`src/rtl/mem_ctrl_if.sv`:
```
// mem_ctrl_if: execute-stage request port plus request/grant/response data-bus signals.
interface mem_ctrl_if;
  logic        req_sel_i;
  logic        req_wen_i;
  logic [31:0] req_addr_i;
  logic [31:0] req_wdata_i;
  logic [1:0]  req_size_i;
  logic        ack_o;
  logic        err_o;
  logic [31:0] rdata_o;
  logic        busy_o;
  logic        bus_req_o;
  logic        bus_we_o;
  logic [31:0] bus_addr_o;
  logic [31:0] bus_wdata_o;
  logic [3:0]  bus_be_o;
  logic        bus_gnt_i;
  logic        bus_rvalid_i;
  logic [31:0] bus_rdata_i;
  logic        bus_err_i;
  modport slave (
    input  req_sel_i, req_wen_i, req_addr_i, req_wdata_i, req_size_i,
    input  bus_gnt_i, bus_rvalid_i, bus_rdata_i, bus_err_i,
    output ack_o, err_o, rdata_o, busy_o,
    output bus_req_o, bus_we_o, bus_addr_o, bus_wdata_o, bus_be_o
  );
  modport master (
    output req_sel_i, req_wen_i, req_addr_i, req_wdata_i, req_size_i,
    output bus_gnt_i, bus_rvalid_i, bus_rdata_i, bus_err_i,
    input  ack_o, err_o, rdata_o, busy_o,
    input  bus_req_o, bus_we_o, bus_addr_o, bus_wdata_o, bus_be_o
  );
endinterface

```
`src/rtl/mem_ctrl.sv`:
```
// mem_ctrl: runs one load/store per execute-stage request on the data bus, with alignment and timeout errors.
module mem_ctrl #(
  parameter int unsigned TIMEOUT = 64
) (
  input logic       clk,
  input logic       rst_n,
  mem_ctrl_if.slave m
);
  typedef enum logic [2:0] {IDLE, REQ, RESP, DONE, REL} state_t;
  state_t     state;
  logic [7:0] cnt;
  logic       legal;
  logic [3:0] be;
  logic       timeout;
  assign legal = (m.req_size_i == 2'b00) ||
                 (m.req_size_i == 2'b01 && !m.req_addr_i[0]) ||
                 (m.req_size_i == 2'b10 && m.req_addr_i[1:0] == 2'b00);
  assign be = m.req_size_i == 2'b00 ? 4'b0001 << m.req_addr_i[1:0] :
              m.req_size_i == 2'b01 ? (m.req_addr_i[1] ? 4'b1100 : 4'b0011) : 4'b1111;
  assign timeout = cnt == 8'(TIMEOUT - 1);
  always_ff @(posedge clk or negedge rst_n) begin
    if (!rst_n) begin
      state         <= IDLE;
      cnt           <= '0;
      m.ack_o       <= 1'b0;
      m.err_o       <= 1'b0;
      m.rdata_o     <= '0;
      m.busy_o      <= 1'b0;
      m.bus_req_o   <= 1'b0;
      m.bus_we_o    <= 1'b0;
      m.bus_addr_o  <= '0;
      m.bus_wdata_o <= '0;
      m.bus_be_o    <= '0;
    end else begin
      m.ack_o <= 1'b0;
      m.err_o <= 1'b0;
      case (state)
        IDLE: if (m.req_sel_i) begin
          cnt      <= '0;
          m.busy_o <= 1'b1;
          if (legal) begin
            m.bus_req_o   <= 1'b1;
            m.bus_we_o    <= m.req_wen_i;
            m.bus_addr_o  <= {m.req_addr_i[31:2], 2'b00};
            m.bus_wdata_o <= m.req_wdata_i;
            m.bus_be_o    <= be;
            state         <= REQ;
          end else begin
            m.ack_o <= 1'b1;
            m.err_o <= 1'b1;
            state   <= DONE;
          end
        end
        // timeout wins over a grant arriving in the same cycle
        REQ: if (timeout) begin
          m.bus_req_o <= 1'b0;
          m.ack_o     <= 1'b1;
          m.err_o     <= 1'b1;
          state       <= DONE;
        end else begin
          cnt <= cnt + 8'd1;
          if (m.bus_gnt_i) begin
            m.bus_req_o <= 1'b0;
            state       <= RESP;
          end
        end
        RESP: if (m.bus_rvalid_i) begin
          if (!m.bus_we_o) m.rdata_o <= m.bus_rdata_i;
          m.ack_o <= 1'b1;
          m.err_o <= m.bus_err_i;
          state   <= DONE;
        end else if (timeout) begin
          m.ack_o <= 1'b1;
          m.err_o <= 1'b1;
          state   <= DONE;
        end else begin
          cnt <= cnt + 8'd1;
        end
        DONE: state <= REL;
        REL: if (!m.req_sel_i) begin
          m.busy_o <= 1'b0;
          state    <= IDLE;
        end
        default: state <= IDLE;
      endcase
    end
  end
endmodule
```
`src/flat_wrapper.sv`:
```
// flat-port wrapper written by rule: the top's interface ports become plain ports
module mem_ctrl_flat 
#(
  parameter int unsigned TIMEOUT = 64
)
  (clk, rst_n, m_req_sel_i, m_req_wen_i, m_req_addr_i, m_req_wdata_i, m_req_size_i, m_bus_gnt_i, m_bus_rvalid_i, m_bus_rdata_i, m_bus_err_i, m_ack_o, m_err_o, m_rdata_o, m_busy_o, m_bus_req_o, m_bus_we_o, m_bus_addr_o, m_bus_wdata_o, m_bus_be_o);
  mem_ctrl_if m_i ();
  input logic clk;
  input logic rst_n;
  input wire logic [$bits(m_i.req_sel_i)-1:0] m_req_sel_i;
  input wire logic [$bits(m_i.req_wen_i)-1:0] m_req_wen_i;
  input wire logic [$bits(m_i.req_addr_i)-1:0] m_req_addr_i;
  input wire logic [$bits(m_i.req_wdata_i)-1:0] m_req_wdata_i;
  input wire logic [$bits(m_i.req_size_i)-1:0] m_req_size_i;
  input wire logic [$bits(m_i.bus_gnt_i)-1:0] m_bus_gnt_i;
  input wire logic [$bits(m_i.bus_rvalid_i)-1:0] m_bus_rvalid_i;
  input wire logic [$bits(m_i.bus_rdata_i)-1:0] m_bus_rdata_i;
  input wire logic [$bits(m_i.bus_err_i)-1:0] m_bus_err_i;
  output wire logic [$bits(m_i.ack_o)-1:0] m_ack_o;
  output wire logic [$bits(m_i.err_o)-1:0] m_err_o;
  output wire logic [$bits(m_i.rdata_o)-1:0] m_rdata_o;
  output wire logic [$bits(m_i.busy_o)-1:0] m_busy_o;
  output wire logic [$bits(m_i.bus_req_o)-1:0] m_bus_req_o;
  output wire logic [$bits(m_i.bus_we_o)-1:0] m_bus_we_o;
  output wire logic [$bits(m_i.bus_addr_o)-1:0] m_bus_addr_o;
  output wire logic [$bits(m_i.bus_wdata_o)-1:0] m_bus_wdata_o;
  output wire logic [$bits(m_i.bus_be_o)-1:0] m_bus_be_o;
  assign m_i.req_sel_i = m_req_sel_i;
  assign m_i.req_wen_i = m_req_wen_i;
  assign m_i.req_addr_i = m_req_addr_i;
  assign m_i.req_wdata_i = m_req_wdata_i;
  assign m_i.req_size_i = m_req_size_i;
  assign m_i.bus_gnt_i = m_bus_gnt_i;
  assign m_i.bus_rvalid_i = m_bus_rvalid_i;
  assign m_i.bus_rdata_i = m_bus_rdata_i;
  assign m_i.bus_err_i = m_bus_err_i;
  assign m_ack_o = m_i.ack_o;
  assign m_err_o = m_i.err_o;
  assign m_rdata_o = m_i.rdata_o;
  assign m_busy_o = m_i.busy_o;
  assign m_bus_req_o = m_i.bus_req_o;
  assign m_bus_we_o = m_i.bus_we_o;
  assign m_bus_addr_o = m_i.bus_addr_o;
  assign m_bus_wdata_o = m_i.bus_wdata_o;
  assign m_bus_be_o = m_i.bus_be_o;
  mem_ctrl #(.TIMEOUT(TIMEOUT)) u_core (.clk(clk), .rst_n(rst_n), .m(m_i));
endmodule
```
`config.mk`:
```
export PLATFORM = sky130hd
export DESIGN_NAME = mem_ctrl_flat
export DESIGN_NICKNAME = d
export VERILOG_FILES = /design/src/rtl/mem_ctrl_if.sv /design/src/rtl/mem_ctrl.sv /design/src/flat_wrapper.sv
export SDC_FILE = /design/constraint.sdc
export NUM_CORES = 1
export LEC_CHECK = 0
export CORE_ASPECT_RATIO = 0.5
export CORE_MARGIN = 4
export CORE_UTILIZATION = 45
export DETAILED_ROUTE_END_ITERATION = 16
export PLACE_DENSITY = 0.86
export SLEW_MARGIN = 20
export SYNTH_ARGS = -nofsm -noshare
export SYNTH_HDL_FRONTEND = slang
export SYNTH_SLANG_ARGS = --single-unit
export TNS_END_PERCENT = 20
```
`constraint.sdc`:
```
create_clock -name clk -period 2.5 [get_ports clk]
set_input_delay 0.25 -clock clk [delete_from_list [all_inputs] [get_ports clk]]
set_output_delay 0.25 -clock clk [all_outputs]
set_load 0.02 [all_outputs]
```
Yosys cells after proc, flatten, opt, wreduce, memory -nomap -nowiden
Index checks and enable logic that the tools add are counted.
{"block": "classes", "addsub": 1, "n_eq_ne": 13, "shift": 1, "muxes": 30, "bitwise": 1, "reduce_logical": 17}
{"operator": "$mux 8", "n": 3}
{"operator": "$pmux 8 s3", "n": 1}
{"operator": "$mux 3", "n": 6}
{"operator": "$pmux 3 s5", "n": 1}
{"operator": "$mux 4", "n": 3}
{"operator": "$reduce_and 3->1", "n": 4}
{"operator": "$mux 1", "n": 11}
{"operator": "$add 8x1->8 const B", "n": 1}
{"operator": "$eq 8x6->1 const B", "n": 1}
{"operator": "$reduce_and 4->1", "n": 2}
{"operator": "$eq 3x2->1 const B", "n": 2}
{"operator": "$ne 2x2->1 const B", "n": 3}
{"operator": "$ne 3x2->1 const B", "n": 2}
{"operator": "$pmux 1 s3", "n": 2}
{"operator": "$logic_not 2->1", "n": 2}
{"operator": "$pmux 1 s2", "n": 2}
{"operator": "$reduce_bool 2->1", "n": 2}
{"operator": "$shl 1x2->4 const A", "n": 1}
{"operator": "$eq 3x1->1 const B", "n": 1}
{"operator": "$eq 3x3->1 const B", "n": 1}
{"operator": "$logic_not 3->1", "n": 1}
{"operator": "$reduce_bool 3->1", "n": 1}
{"operator": "$eq 2x1->1 const B", "n": 1}
{"operator": "$eq 2x2->1 const B", "n": 1}
{"operator": "other kinds (6)", "n": 8}
{"block": "word_totals", "regBits": 114, "word_cells": 74}

Longest topological paths before layout
{"block": "depth", "depth_word": 7, "mapped_depth": 5, "ltp_nobuf": 4}

Least setup slack after synthesis
Ideal clock, no wire load.
{"block": "synth_path", "path_kind": "reg-to-reg", "startpoint": "reg u_core.state[0]", "endpoint": "reg u_core.m.bus_we_o", "setup_time_ps": 128, "arrival_ps": 1520, "required_time_ps": 2372, "setup_slack_ps": 853, "path_stages_with_launch": 6, "path_buffers": 1, "path_cell_list": "dfrtp_1 > nor3_2 > and2_1 > nand3_2 > buf_2 > mux2_1"}
{"block": "synth_between", "elab_chain_cells": 2}
{"element": "from (decl)", "line_no": "mem_ctrl.sv:10", "source": "state_t state;"}
{"element": "from (signal assigned)", "line_no": "mem_ctrl.sv:23", "source": "state <= IDLE;"}
{"element": "from (signal assigned)", "line_no": "mem_ctrl.sv:47", "source": "state <= REQ;"}
{"element": "from (signal assigned)", "line_no": "mem_ctrl.sv:51", "source": "state <= DONE;"}
{"element": "$logic_not 3->1", "line_no": "mem_ctrl.sv:37", "source": "case (state)"}
{"element": "$reduce_and 3->1 (no source line)"}
{"element": "to (signal assigned)", "line_no": "mem_ctrl.sv:43", "source": "m.bus_we_o <= m.req_wen_i;"}
{"element": "to (decl)", "line_no": "mem_ctrl_if.sv:25", "source": "output bus_req_o, bus_we_o, bus_addr_o, bus_wdata_o, bus_be_o"}
Every way passes these cells.
A chain may end at the register's enable or synchronous reset.

Final worst setup path
{"block": "layout_path", "startpoint": "reg u_core.state[0]", "endpoint": "reg u_core.m.bus_addr_o[17]"}
{"block": "layout_between", "elab_chain_cells": 2}
{"element": "$logic_not 3->1", "line_no": "mem_ctrl.sv:37"}
{"element": "$reduce_and 3->1 (no source line)"}
{"element": "to (signal assigned)", "line_no": "mem_ctrl.sv:44", "source": "m.bus_addr_o <= {m.req_addr_i[31:2], 2'b00};"}
{"element": "to (decl)", "line_no": "mem_ctrl_if.sv:25"}
Every way passes these cells.

==> flow_summary_export.csv <==
group,metric,value,unit
status,status,"finished clean",
drt,wl_per_cell,18.37,um
logic_synthesis,synth_warnings,0,
power_and_ir_drop,power_density,1345,mW/mm2
drt,drc_errors,0,
finish,nFillCells,632,
clock_tree,hold_buffers,1,
clock_tree,clk_pin_slew,0.06,ns
setup_path,critPathMaxFanout,64,
sta,setup_tns,0,ns
power_and_ir_drop,clockPowerShare,23.5,%
drt,drt_pass1_iterations,4,
logic_synthesis,synth_fa_ha_area_share,0.2690,%
drt,drt_wl_total,12.66,mm
global_routing,grt_max_degree,65,
logic_synthesis,synth_mux_area_share,23.70,%
logic_synthesis,synthCells,326,
logic_synthesis,synth_top_family_by_area,"multiplexers",
setup_path,critical_path_required,2.78,ns
die,dieArea,0.01213,mm2
placement,dp_hpwl,9.288,mm
logic_synthesis,yosysTopAreaCell,"dfrtp_1",
power_and_ir_drop,ir_worst_vdd,0.0007134,V
setup_path,path_class,"register to register",
drt,routed_via_density,5.054,
power_and_ir_drop,p_comb_share,43.7,%
sta,rsz0062_at_grt,"false",
power_and_ir_drop,seqPwrFrac,32.8,%
sta,hold_viol,0,
logic_synthesis,synth_edf_count,0,
setup_path,cp-end-kind,"register",
job,maxCapViolCount,0,
global_routing,antenna_found_initial,0,
die,start_util,47.67,%
placement,port_buffers,207,
clock_tree,clockRootBuffer,"clkbuf_16",
power_and_ir_drop,p_switching,3.562,mW
clock_tree,clock_latency,0.40,ns
finish,synthToLayoutAreaGrowth,60.57,%
clock_tree,cts_htree_levels,4,
die,die_y,79.90,um
sta,period_share,78.83,%
clock_tree,cts_setup_buffers,0,
global_routing,grt_remaining_overflow,0,
sta,finClkSkew,0.004757,ns
sta,tightest_slew,0.5475,ns
setup_path,r2r_cells,5,
logic_synthesis,yosysUniqueCellTypes,54,
logic_synthesis,synthArstFlopShare,100.0,%
die,die_x,151.8,um
sta,setup_violations,0,
min_path,min_path_type,"primary input to asynchronous set/reset pin",
finish,antenna_cells,0,
global_routing,first_global_vias,3717,
clock_tree,clockBufferDepth,2,
clock_tree,cts_tree,"built",
global_routing,grt_pass1_wl,19.81,mm
logic_synthesis,ys_ff_latch,114,
power_and_ir_drop,power,10.04,mW
logic_synthesis,synthXorXnorAreaFrac,0.5648,%
logic_synthesis,synth_top_area_share,61.32,%
power_and_ir_drop,p_int,6.481,mW
die,ioPinCount,210,
power_and_ir_drop,swShare,35.47,%
logic_synthesis,ys.flop_type,"dfrtp_1",
logic_synthesis,synth-compound-area-share,5.541,%
drt,drtIter0Drc,144,
finish,drive_gt1_share,7.762,%
clock_tree,cts_buffers,17,
sta,slew_headroom,62.92,%
finish,finalNetCount,647,
die,coreArea,0.009759,mm2
logic_synthesis,synth-simple-area-share,6.240,%
global_routing,track_usage,21.76,%
logic_synthesis,yosysSeqAreaShare,61.32,%
power_and_ir_drop,p_leak,3.141,nW
clock_tree,clock_sinks,114,
clock_tree,cts-resized-gates,0,
placement,place_congestion,0.8401,
setup_path,setup.worst_path.start_class,"register",
sta,timing.fmax,0.5074,GHz
logic_synthesis,synth_area_leaders,"dfrtp_1, mux2_1, nand2_1, buf_2, nor2_1",
drt,ant_nets,0,
sta,slew_viol_final,0,
sta,fin_crit,1.971,ns
drt,vias,3482,
die,floorplan.rows,25,
logic_synthesis,synth.cell_area,0.004652,mm2
logic_synthesis,synth.avg_cell_area,14.27,um2
setup_path,arrival,2.25,ns
-- logic make-up after synthesis --
logic type	Yosys count
DFF	114
muxes	98
and+or+nand+nor	52
AOI/OAI and AO/OA	35
buffers and inverters	22
xor gates and xnor gates	3
adders and majority gates	1
other	1
-- final timing paths --
path	endpoint	slack (ns)	from
hold reg to reg	u_core.m.rdata_o[7]	0.48	u_core.m.rdata_o[7]
setup / recovery	u_core.m.bus_addr_o[17]	0.53	u_core.state[0]
setup reg to reg	u_core.m.bus_addr_o[17]	0.53	u_core.state[0]
min in group clk	u_core.m.bus_addr_o[9]	0.44	m_req_addr_i[9]
max in group asynchronous	u_core.m.rdata_o[1]	1.52	rst_n
hold / removal	u_core.m.bus_wdata_o[1]	0.31	rst_n
-- cell usage after synthesis, drive strengths merged, types with 3 or more instances --
| master | count |
|---|---|
| nor2 | 9 |
| o311ai | 3 |
| mux2 | 97 |
| buf | 13 |
| inv | 4 |
| dfrtp | 114 |
| a21oi | 4 |
| nand2 | 16 |
| o21ai | 7 |
| o211ai | 3 |
| clkbuf | 5 |
| nand3 | 4 |
-- cell type report --
type | instances | area (um2) | area share [%]
well taps | 135 | 168.9 | 2.261
inverters | 4 | 15.01 | 0.2010
clock inverters | 13 | 136.4 | 1.826
multi-input cells | 191 | 1699 | 22.75
repair buffers | 213 | 2155 | 28.84
clock buffers | 19 | 442.9 | 5.930
flip-flops and latches | 114 | 2853 | 38.19
-- power groups by stage --
stage	sequential (mW)	clock [mW]	combinational (mW)
finish	3.29	2.36	4.39
global route	3.41	2.50	4.64
global placement	3.24	0	4.34
floorplan	4.25	0	1.16
detailed placement	3.30	0	4.43
CTS	3.30	2.39	4.45
-- cell usage in the layout, fill, tap and decap left out, drive strengths merged, types with 2 or more instances in the layout --
master         synthesis  final
clkinvlp               0      7
dfrtp                114    114
clkinv                 0      3
nor3                   2      2
mux2                  97     97
o2bb2ai                2      2
nand2                 16     16
and3                   2      2
o41ai                  2      2
or2                    2      2
o311ai                 3      3
bufinv                 0      2
a21oi                  4      4
nand3                  4      4
nor2                   9      9
o211ai                 3      3
a22o                   2      2
or3                    2      2
buf                   13      6
nand2b                 2      2
inv                    4      5
o21ai                  7      7
xnor2                  2      2
clkbuf                 5     19
or4                    2      2
clkdlybuf4s50          0    206
conb                   1      2
-- per-layer routing --
metal	vias up	wire length [um]	track usage [%]
met5	-	0	0
met1	1742	4782	23.87
li1	1611	-	-
met4	0	372	10.39
met2	103	6884	39.69
met3	26	620	5.445
-- state kept, by name (all words and copies together), names as in the netlist --
name and count:
u_core.cnt 8, u_core.m.busy_o 1, u_core.m.err_o 1, u_core.state 3
u_core.m.bus_req_o 1, u_core.m.bus_we_o 1, u_core.m.ack_o 1, u_core.m.bus_be_o 4
u_core.m.bus_addr_o 30, u_core.m.rdata_o 32, u_core.m.bus_wdata_o 32
-- worst max-delay path, cell delays in order (launching register included) --
cell     delay (ns)
dfrtp_1        0.52
nor3_2         0.28
and2_1         0.26
nand3_2        0.13
buf_12         0.24
mux2_1         0.38
-- stage by stage --
step	utilization [%]	std cells	setup WS, ns	area (um2)	hold WS, ns
2_1_floorplan	-	327	0.8528	4656	-0.04559
3_3_place_gp	70.50	656	0.4981	6880	0.1722
3_5_place_dp	70.50	656	0.4188	6880	0.1782
4_1_cts	76.54	689	0.5452	7470	0.2849
5_1_grt	76.54	689	0.4355	7470	0.3339
6_report	76.54	689	0.5293	7470	0.3066
Power figures use the tool's default switching activity.
